<file path="src/rtl/clk_div_ctrl.sv">
// Run-time divided-clock controller: start/stop sequencing plus glitch-free
// divide-ratio updates that only take effect on a falling half-period boundary.
module clk_div_ctrl #(
  parameter int CNT_W       = 8,
  parameter int DEFAULT_DIV = 4
) (
  input  logic             clkIn,
  input  logic             rstIn,
  input  logic             startIn,
  input  logic             stopIn,
  input  logic             divValidIn,
  input  logic [CNT_W-1:0] divIn,
  output logic             divReadyOut,
  output logic             clkOut,
  output logic             clkEnOut,
  output logic             busyOut,
  output logic [CNT_W-1:0] divActiveOut,
  output logic             errOut
);

  // state    | meaning
  // IDLE     | clkOut held low, counter cleared, waiting for start
  // RUN      | counting half-periods and toggling clkOut
  // STOPPING | finishing the current high phase, then back to IDLE
  typedef enum logic [1:0] {IDLE, RUN, STOPPING} stateT;

  localparam logic [CNT_W-1:0] ONE = CNT_W'(1);

  stateT            state;
  logic [CNT_W-1:0] cnt;
  logic             pendValid;
  logic [CNT_W-1:0] pendVal;

  logic lastCnt;
  logic fallToggle;
  logic goIdle;
  logic applySlot;
  logic accept;
  logic acceptOk;

  always_comb begin
    lastCnt    = (cnt == divActiveOut - ONE);
    fallToggle = (state != IDLE) && clkOut && lastCnt;
    goIdle     = ((state == RUN) && stopIn && (!clkOut || fallToggle)) ||
                 ((state == STOPPING) && fallToggle);
    applySlot  = fallToggle || goIdle;
    accept     = divValidIn && !pendValid;
    acceptOk   = accept && (divIn != '0);
  end

  assign divReadyOut = !pendValid;
  assign busyOut     = (state != IDLE);

  always_ff @(posedge clkIn) begin
    if (rstIn) begin
      state        <= IDLE;
      cnt          <= '0;
      clkOut       <= 1'b0;
      clkEnOut     <= 1'b0;
      divActiveOut <= CNT_W'(DEFAULT_DIV);
      pendValid    <= 1'b0;
      pendVal      <= '0;
      errOut       <= 1'b0;
    end else begin
      clkEnOut <= 1'b0;

      // Slot apply and a new acceptance are mutually exclusive: accept needs an empty slot.
      if (applySlot && pendValid) begin
        divActiveOut <= pendVal;
        pendValid    <= 1'b0;
      end
      if (accept && (divIn == '0))
        errOut <= 1'b1;
      if (acceptOk) begin
        if ((state == IDLE) || goIdle) begin
          divActiveOut <= divIn;
        end else begin
          pendValid <= 1'b1;
          pendVal   <= divIn;
        end
      end

      case (state)
        IDLE: begin
          cnt    <= '0;
          clkOut <= 1'b0;
          if (startIn && !stopIn)
            state <= RUN;
        end
        RUN: begin
          if (stopIn && !clkOut) begin
            // Truncating a low phase produces no edge, so stopping here is safe.
            state <= IDLE;
            cnt   <= '0;
          end else if (lastCnt) begin
            cnt    <= '0;
            clkOut <= !clkOut;
            if (!clkOut)
              clkEnOut <= 1'b1;
            else if (stopIn)
              state <= IDLE;
          end else begin
            cnt <= cnt + ONE;
            if (stopIn)
              state <= STOPPING;
          end
        end
        STOPPING: begin
          if (lastCnt) begin
            cnt    <= '0;
            clkOut <= 1'b0;
            state  <= IDLE;
          end else begin
            cnt <= cnt + ONE;
          end
        end
        default: begin
          state  <= IDLE;
          cnt    <= '0;
          clkOut <= 1'b0;
        end
      endcase
    end
  end

endmodule
</file>
<file path="config.mk">
export PLATFORM = sky130hd
export DESIGN_NAME = clk_div_ctrl
export DESIGN_NICKNAME = d
export VERILOG_FILES = /design/src/rtl/clk_div_ctrl.sv
export SDC_FILE = /design/constraint.sdc
export NUM_CORES = 1
export LEC_CHECK = 0
export ABC_CLOCK_PERIOD_IN_PS = 4250
export BUFFER_PORTS_ARGS = -buffer_cell sky130_fd_sc_hd__buf_2
export CAP_MARGIN = 15
export CORE_MARGIN = 4
export CORE_UTILIZATION = 25
export CTS_BUF_LIST = sky130_fd_sc_hd__clkbuf_4 sky130_fd_sc_hd__clkbuf_8
export DETAILED_ROUTE_END_ITERATION = 10
export PLACE_DENSITY = 0.43
export SLEW_MARGIN = 0
export SYNTH_ARGS = -nofsm -noshare
export SYNTH_HDL_FRONTEND = slang
export SYNTH_SLANG_ARGS = --single-unit
</file>
<file path="constraint.sdc">
create_clock -name clkIn -period 4.25 [get_ports clkIn]
set_clock_uncertainty 0.05 [all_clocks]
set_input_delay 0.85 -clock clkIn [delete_from_list [all_inputs] [get_ports clkIn]]
set_output_delay 0.85 -clock clkIn [all_outputs]
set_load 0.02 [all_outputs]
</file>
# After elaboration in Yosys (flattened, before gate mapping)
# Index checks and enable logic that the tools add are counted.
# W data, S select, Z words.
word_totals:
  reg_bits: 30
  in_bits: 13
  out_inout_bits: 13
  wordCells: 71
op_classes:
  add_sub_neg: 2
  eq_ne: 10
  muxes: 22
  bitwise_logic: 3
  reduce_logical: 26
op_table:
  columns: ["operator", "count"]
  rows:
  - ["$mux W8", 5]
  - ["$pmux W8 S2", 1]
  - ["$mux W2", 7]
  - ["$ne A4 B3 Y1 const B", 3]
  - ["$logic_and A1 B1 Y1", 11]
  - ["$add A8 B1 Y8 const B", 1]
  - ["$eq A8 B8 Y1", 1]
  - ["$logic_not A8 Y1", 1]
  - ["$reduce_bool A8 Y1", 1]
  - ["$sub A8 B1 Y8 const B", 1]
  - ["$mux W1", 7]
  - ["$ne A2 B2 Y1 const B", 3]
  - ["$pmux W2 S3", 1]
  - ["$reduce_and A5 Y1", 1]
  - ["$logic_or A1 B1 Y1", 4]
  - ["$reduce_or A4 Y1", 1]
  - ["$logic_not A1 Y1", 3]
  - ["$not A1 Y1", 3]
  - ["$reduce_and A3 Y1", 1]
  - ["$eq A2 B1 Y1 const B", 1]
  - ["$eq A2 B2 Y1 const B", 1]
  - ["$logic_not A2 Y1", 1]
  - ["$ne A2 B1 Y1 const B", 1]
  - ["$pmux W1 S2", 1]
  - ["other kinds (2)", 2]

# Depth between registers and ports, before layout
depth:
  depth_word: 11
  mapped_depth: 10
  ltp_nobuf: 9

# Worst setup path after synthesis
# Ideal clock, no wire load.
synth_path:
  path_type: "register to register"
  from: "reg divActiveOut[0]"
  to: "reg pendValid"
  setup_ps: 115
  arrival_ps: 2681
  t_required_ps: 4085
  setup_slack_ps: 1404
  stages_incl_launch_ff: 11
  path_buffers: 1
  period_less_slack_ps: 2846
  path_cell_list: "dfxtp_1 > inv_1 > ha_1 > or3b_1 > or4_1 > a211o_1 > a211oi_4 > nor2_1 > o21ba_1 > buf_6 > o21ba_1"
synth_via:
  elab_chain_cells: 11
  word_cells_on_any_way: 13
  cone_classes: "1 x add/sub; 1 x eq/ne; 3 x mux; 8 x reduce/logical"
synth_rtl:
  columns: ["item", "line_no", "source"]
  rows:
  - ["start, declared", "17", "output logic [CNT_W-1:0] divActiveOut,"]
  - ["start signal, assigned", "60", "divActiveOut <= CNT_W'(DEFAULT_DIV);"]
  - ["start signal, assigned", "69", "divActiveOut <= pendVal;"]
  - ["start signal, assigned", "76", "divActiveOut <= divIn;"]
  - ["$sub A8 B1 Y8 *", "42", "lastCnt = (cnt == divActiveOut - ONE);"]
  - ["$eq A8 B8 Y1 *", "42", null]
  - ["$logic_and A1 B1 Y1 *", "43", "fallToggle = (state != IDLE) && clkOut && lastCnt;"]
  - ["$logic_or A1 B1 Y1", "44", "goIdle = ((state == RUN) && stopIn && (!clkOut || fallToggle)) ||"]
  - ["$logic_and A1 B1 Y1", "44", null]
  - ["$logic_or A1 B1 Y1", "44", null]
  - ["$logic_or A1 B1 Y1", "46", "applySlot = fallToggle || goIdle;"]
  - ["$logic_and A1 B1 Y1", "68", "if (applySlot && pendValid) begin"]
  - ["$mux W1", "68", null]
  - ["$mux W1", "75", "if ((state == IDLE) || goIdle) begin"]
  - ["$mux W1 *", "74", "if (acceptOk) begin"]
  - ["end signal, assigned", "61", "pendValid <= 1'b0;"]
  - ["end signal, assigned", "70", "pendValid <= 1'b0;"]
  - ["end signal, assigned", "78", "pendValid <= 1'b1;"]
  - ["end, declared", "31", "logic pendValid;"]
# Mark *: on every way between the ends. The rest lies on a longest branch, timed or not.
# A chain may end at the register's enable or synchronous reset.

# Worst setup path in the final report
# Ends and elaborated chain as after synthesis.

==> flow_summary.ini <==
[sta]
finalHoldViolCount = 0
setup_tns_ns = 0
tightest_slew_ns = 0.6865
drv_slew = 0
fin_crit_ns = 3.037
finalSetupViolations = 0
post-route-period-util = 0.7145
rsz0062_at_grt = no
fmax_mhz = 329.3
slew_headroom = 0.5423
fin_ws_ns = 1.213

[logic_synthesis]
synth_enable_flop_cells = 0
synth_nets = 204
synth_warnings = 0
ys_ff_latch = 30
syn_area_um2 = 1698
synth_top_family_by_area = simple AND/OR/NAND/NOR gates
netlist_instances = 186
yosysSeqAreaShare = 0.3537
synth_top_area_frac = 0.3537
synth_fa_ha_area_frac = 0.03685
synthFlopType = dfxtp_1
synth.distinct_cells = 47
synthTopCellsByArea = dfxtp_1 35%, mux2i_1 9.4%, nand2b_1 7.4%
synthXorXnorAreaFrac = 0.07222
synth_top_area_cell = dfxtp_1
synthMuxAreaShare = 0.1098
ys_async_sr_fraction = 0
syn_avg_cell_area_um2 = 9.128
synthSimpleGateAreaFrac = 0.2476
synth_compound_area_frac = 0.1349

[floorplanning]
dieWidth_um = 90.41
dieArea_um2 = 8174
core_um2 = 6459
die_y_um = 90.41
start_util = 0.2629
row_count = 29
io_pins = 26

[detailed_routing]
drtAntennaViolNets = 0
drt_iter0_markers = 31
wl_um = 3955
via_per_inst = 4.639
drt_pass1_iterations = 4
vias = 1336
drc = 0
wl_per_cell_um = 13.73

[flow_run]
max_cap_violations = 0

[final_layout]
register_area_um2 = 600.6
final_area_um2 = 1976
drive_gt1_frac = 0.1943
layout.nets = 228
layout_commonest_cell = dfxtp_1
finalCoreUtilization = 0.3059
layout_common_cells = 30 x dfxtp_1, 25 x buf_2, 20 x nand2b_1, 18 x nor2_1, 16 x mux2i_1
syn_to_final_growth_pct = 16.36
multi_input_area_um2 = 1021
nFillCells = 713
num_antenna_cells = 0

[setup_path]
critPathArrivalTime_ns = 3.16
worstPathRequired_ns = 4.37
path_max_fanout = 9
path_class = reg -> reg
worst-r2r-cell-count = 9
cp-start-kind = register
worst_setup_path_end_kind = register

[global_route]
grt_max_degree = 29
antenna_found_initial = 0
grt_pass1_vias = 1340
overflow = 0
grt_usage = 0.1015
grt_pass1_wl_um = 6810

[cts]
post_cts_buffers = 0
htree_num_levels = 2
cts_resized = 0
cts_num_sinks = 30
root_buffer = clkbuf_8
clk_latency_ns = 0.27
cts.path.max_buffers = 2
path_clk_slew_ns = 0.06
numCtsBuffers = 5
cts_hold_buffers = 0
cts_tree = done

[power]
irDropWorstVdd_mv = 0.2145
pwr-share-seq = 0.459
powerDensity_nw_per_um2 = 345.8
p_leak_nw = 0.8049
clkPwrFrac = 0.353
power_switching_mw = 0.1963
switching_share = 0.2873
p_int_mw = 0.4869
comb_power_share = 0.188

[placement]
hpwlAfterDp_um = 2935
post_dp_cell_area_um2 = 1881
post-place-ws_ns = 1.174
finalWeightedCongestion = 0.6976
numPortBuffers = 25

[min_path]
worstHoldPathType = reg -> reg
hold_depth = 2

[outcome]
status = finished, final reports clean
==> path summary, 6_finish.rpt <==
path                                       from         to  slack, ns
worst max register to register  divActiveOut[0]  pendValid       1.21
worst min register to register           errOut     errOut       0.42
worst max-delay path            divActiveOut[0]  pendValid       1.21
worst min-delay path                     errOut     errOut       0.42
==> layer usage <==
metal / track usage / routed length [um] / up-vias
li1: - / - / 702
met1: 0.1415 / 2041 / 610
met2: 0.1543 / 1758 / 20
met3: 0.02667 / 120 / 4
met4: 0.02679 / 35 / 0
met5: 0 / 0 / -
==> cell families after synthesis <==
logic type | Yosys count
multiplexers | 18
buffers and inverters | 18
adder cells (fa/ha/maj) | 5
flip-flops | 30
AND/OR/NAND/NOR | 71
AO/OA/AOI/OAI | 30
XOR/XNOR | 14
==> critical path, cell delays in order, from the launching register on <==
cell	delay (ns)
dfxtp_1	0.36
inv_1	0.07
ha_1	0.20
or3b_1	0.39
or4_1	0.41
a211o_1	0.36
a211oi_4	0.37
nor2_1	0.09
o21ba_1	0.38
o21ba_1	0.25
==> flip-flops by register name, summed over array words and instances (netlist names) <==
register,count
state,2
clkEnOut,1
clkOut,1
cnt,8
divActiveOut,8
pendVal,8
pendValid,1
errOut,1
==> stage by stage <==
step                      cells  hold WS (ns)  total power, mW
after detailed placement    280        0.4125           0.4512
after floorplan             186        0.3975           0.4125
final                       288        0.4248           0.6832
after global routing        288        0.4498           0.7256
after global placement      280        0.4034           0.4517
after CTS                   288        0.4306           0.6961
==> cell usage after synthesis, types with 2 or more instances <==
| cell type | count |
|---|---|
| dfxtp_1 | 30 |
| nand2_1 | 5 |
| o21ai_0 | 4 |
| xor2_1 | 6 |
| clkbuf_1 | 6 |
| nand2b_1 | 20 |
| or4_1 | 4 |
| nand3_1 | 2 |
| nor2b_1 | 2 |
| nor4_1 | 2 |
| nor3_1 | 3 |
| a21oi_1 | 5 |
| inv_1 | 10 |
| mux2i_1 | 16 |
| o2bb2ai_1 | 7 |
| nor2_1 | 18 |
| ha_1 | 5 |
| o211ai_1 | 2 |
| xnor2_1 | 8 |
| o21ba_1 | 2 |
| o31ai_1 | 2 |
| a31oi_1 | 2 |
==> power groups by stage <==
stage | clock, mW | sequential (mW) | combinational (mW)
floorplan | 0 | 0.323 | 0.0898
global placement | 0 | 0.320 | 0.132
detailed placement | 0 | 0.320 | 0.131
CTS | 0.251 | 0.314 | 0.132
global route | 0.263 | 0.317 | 0.146
finish | 0.241 | 0.313 | 0.129
==> area by class of cell <==
type                            count  share of cell area
Tap cell                           77             0.04877
Clock buffer                        7             0.04560
Inverter                           10             0.01900
Sequential cell                    30              0.3040
Clock inverter                      1            0.002533
Timing Repair Buffer               25             0.06333
Multi-Input combinational cell    138              0.5168
Power figures use the tool's default switching activity.
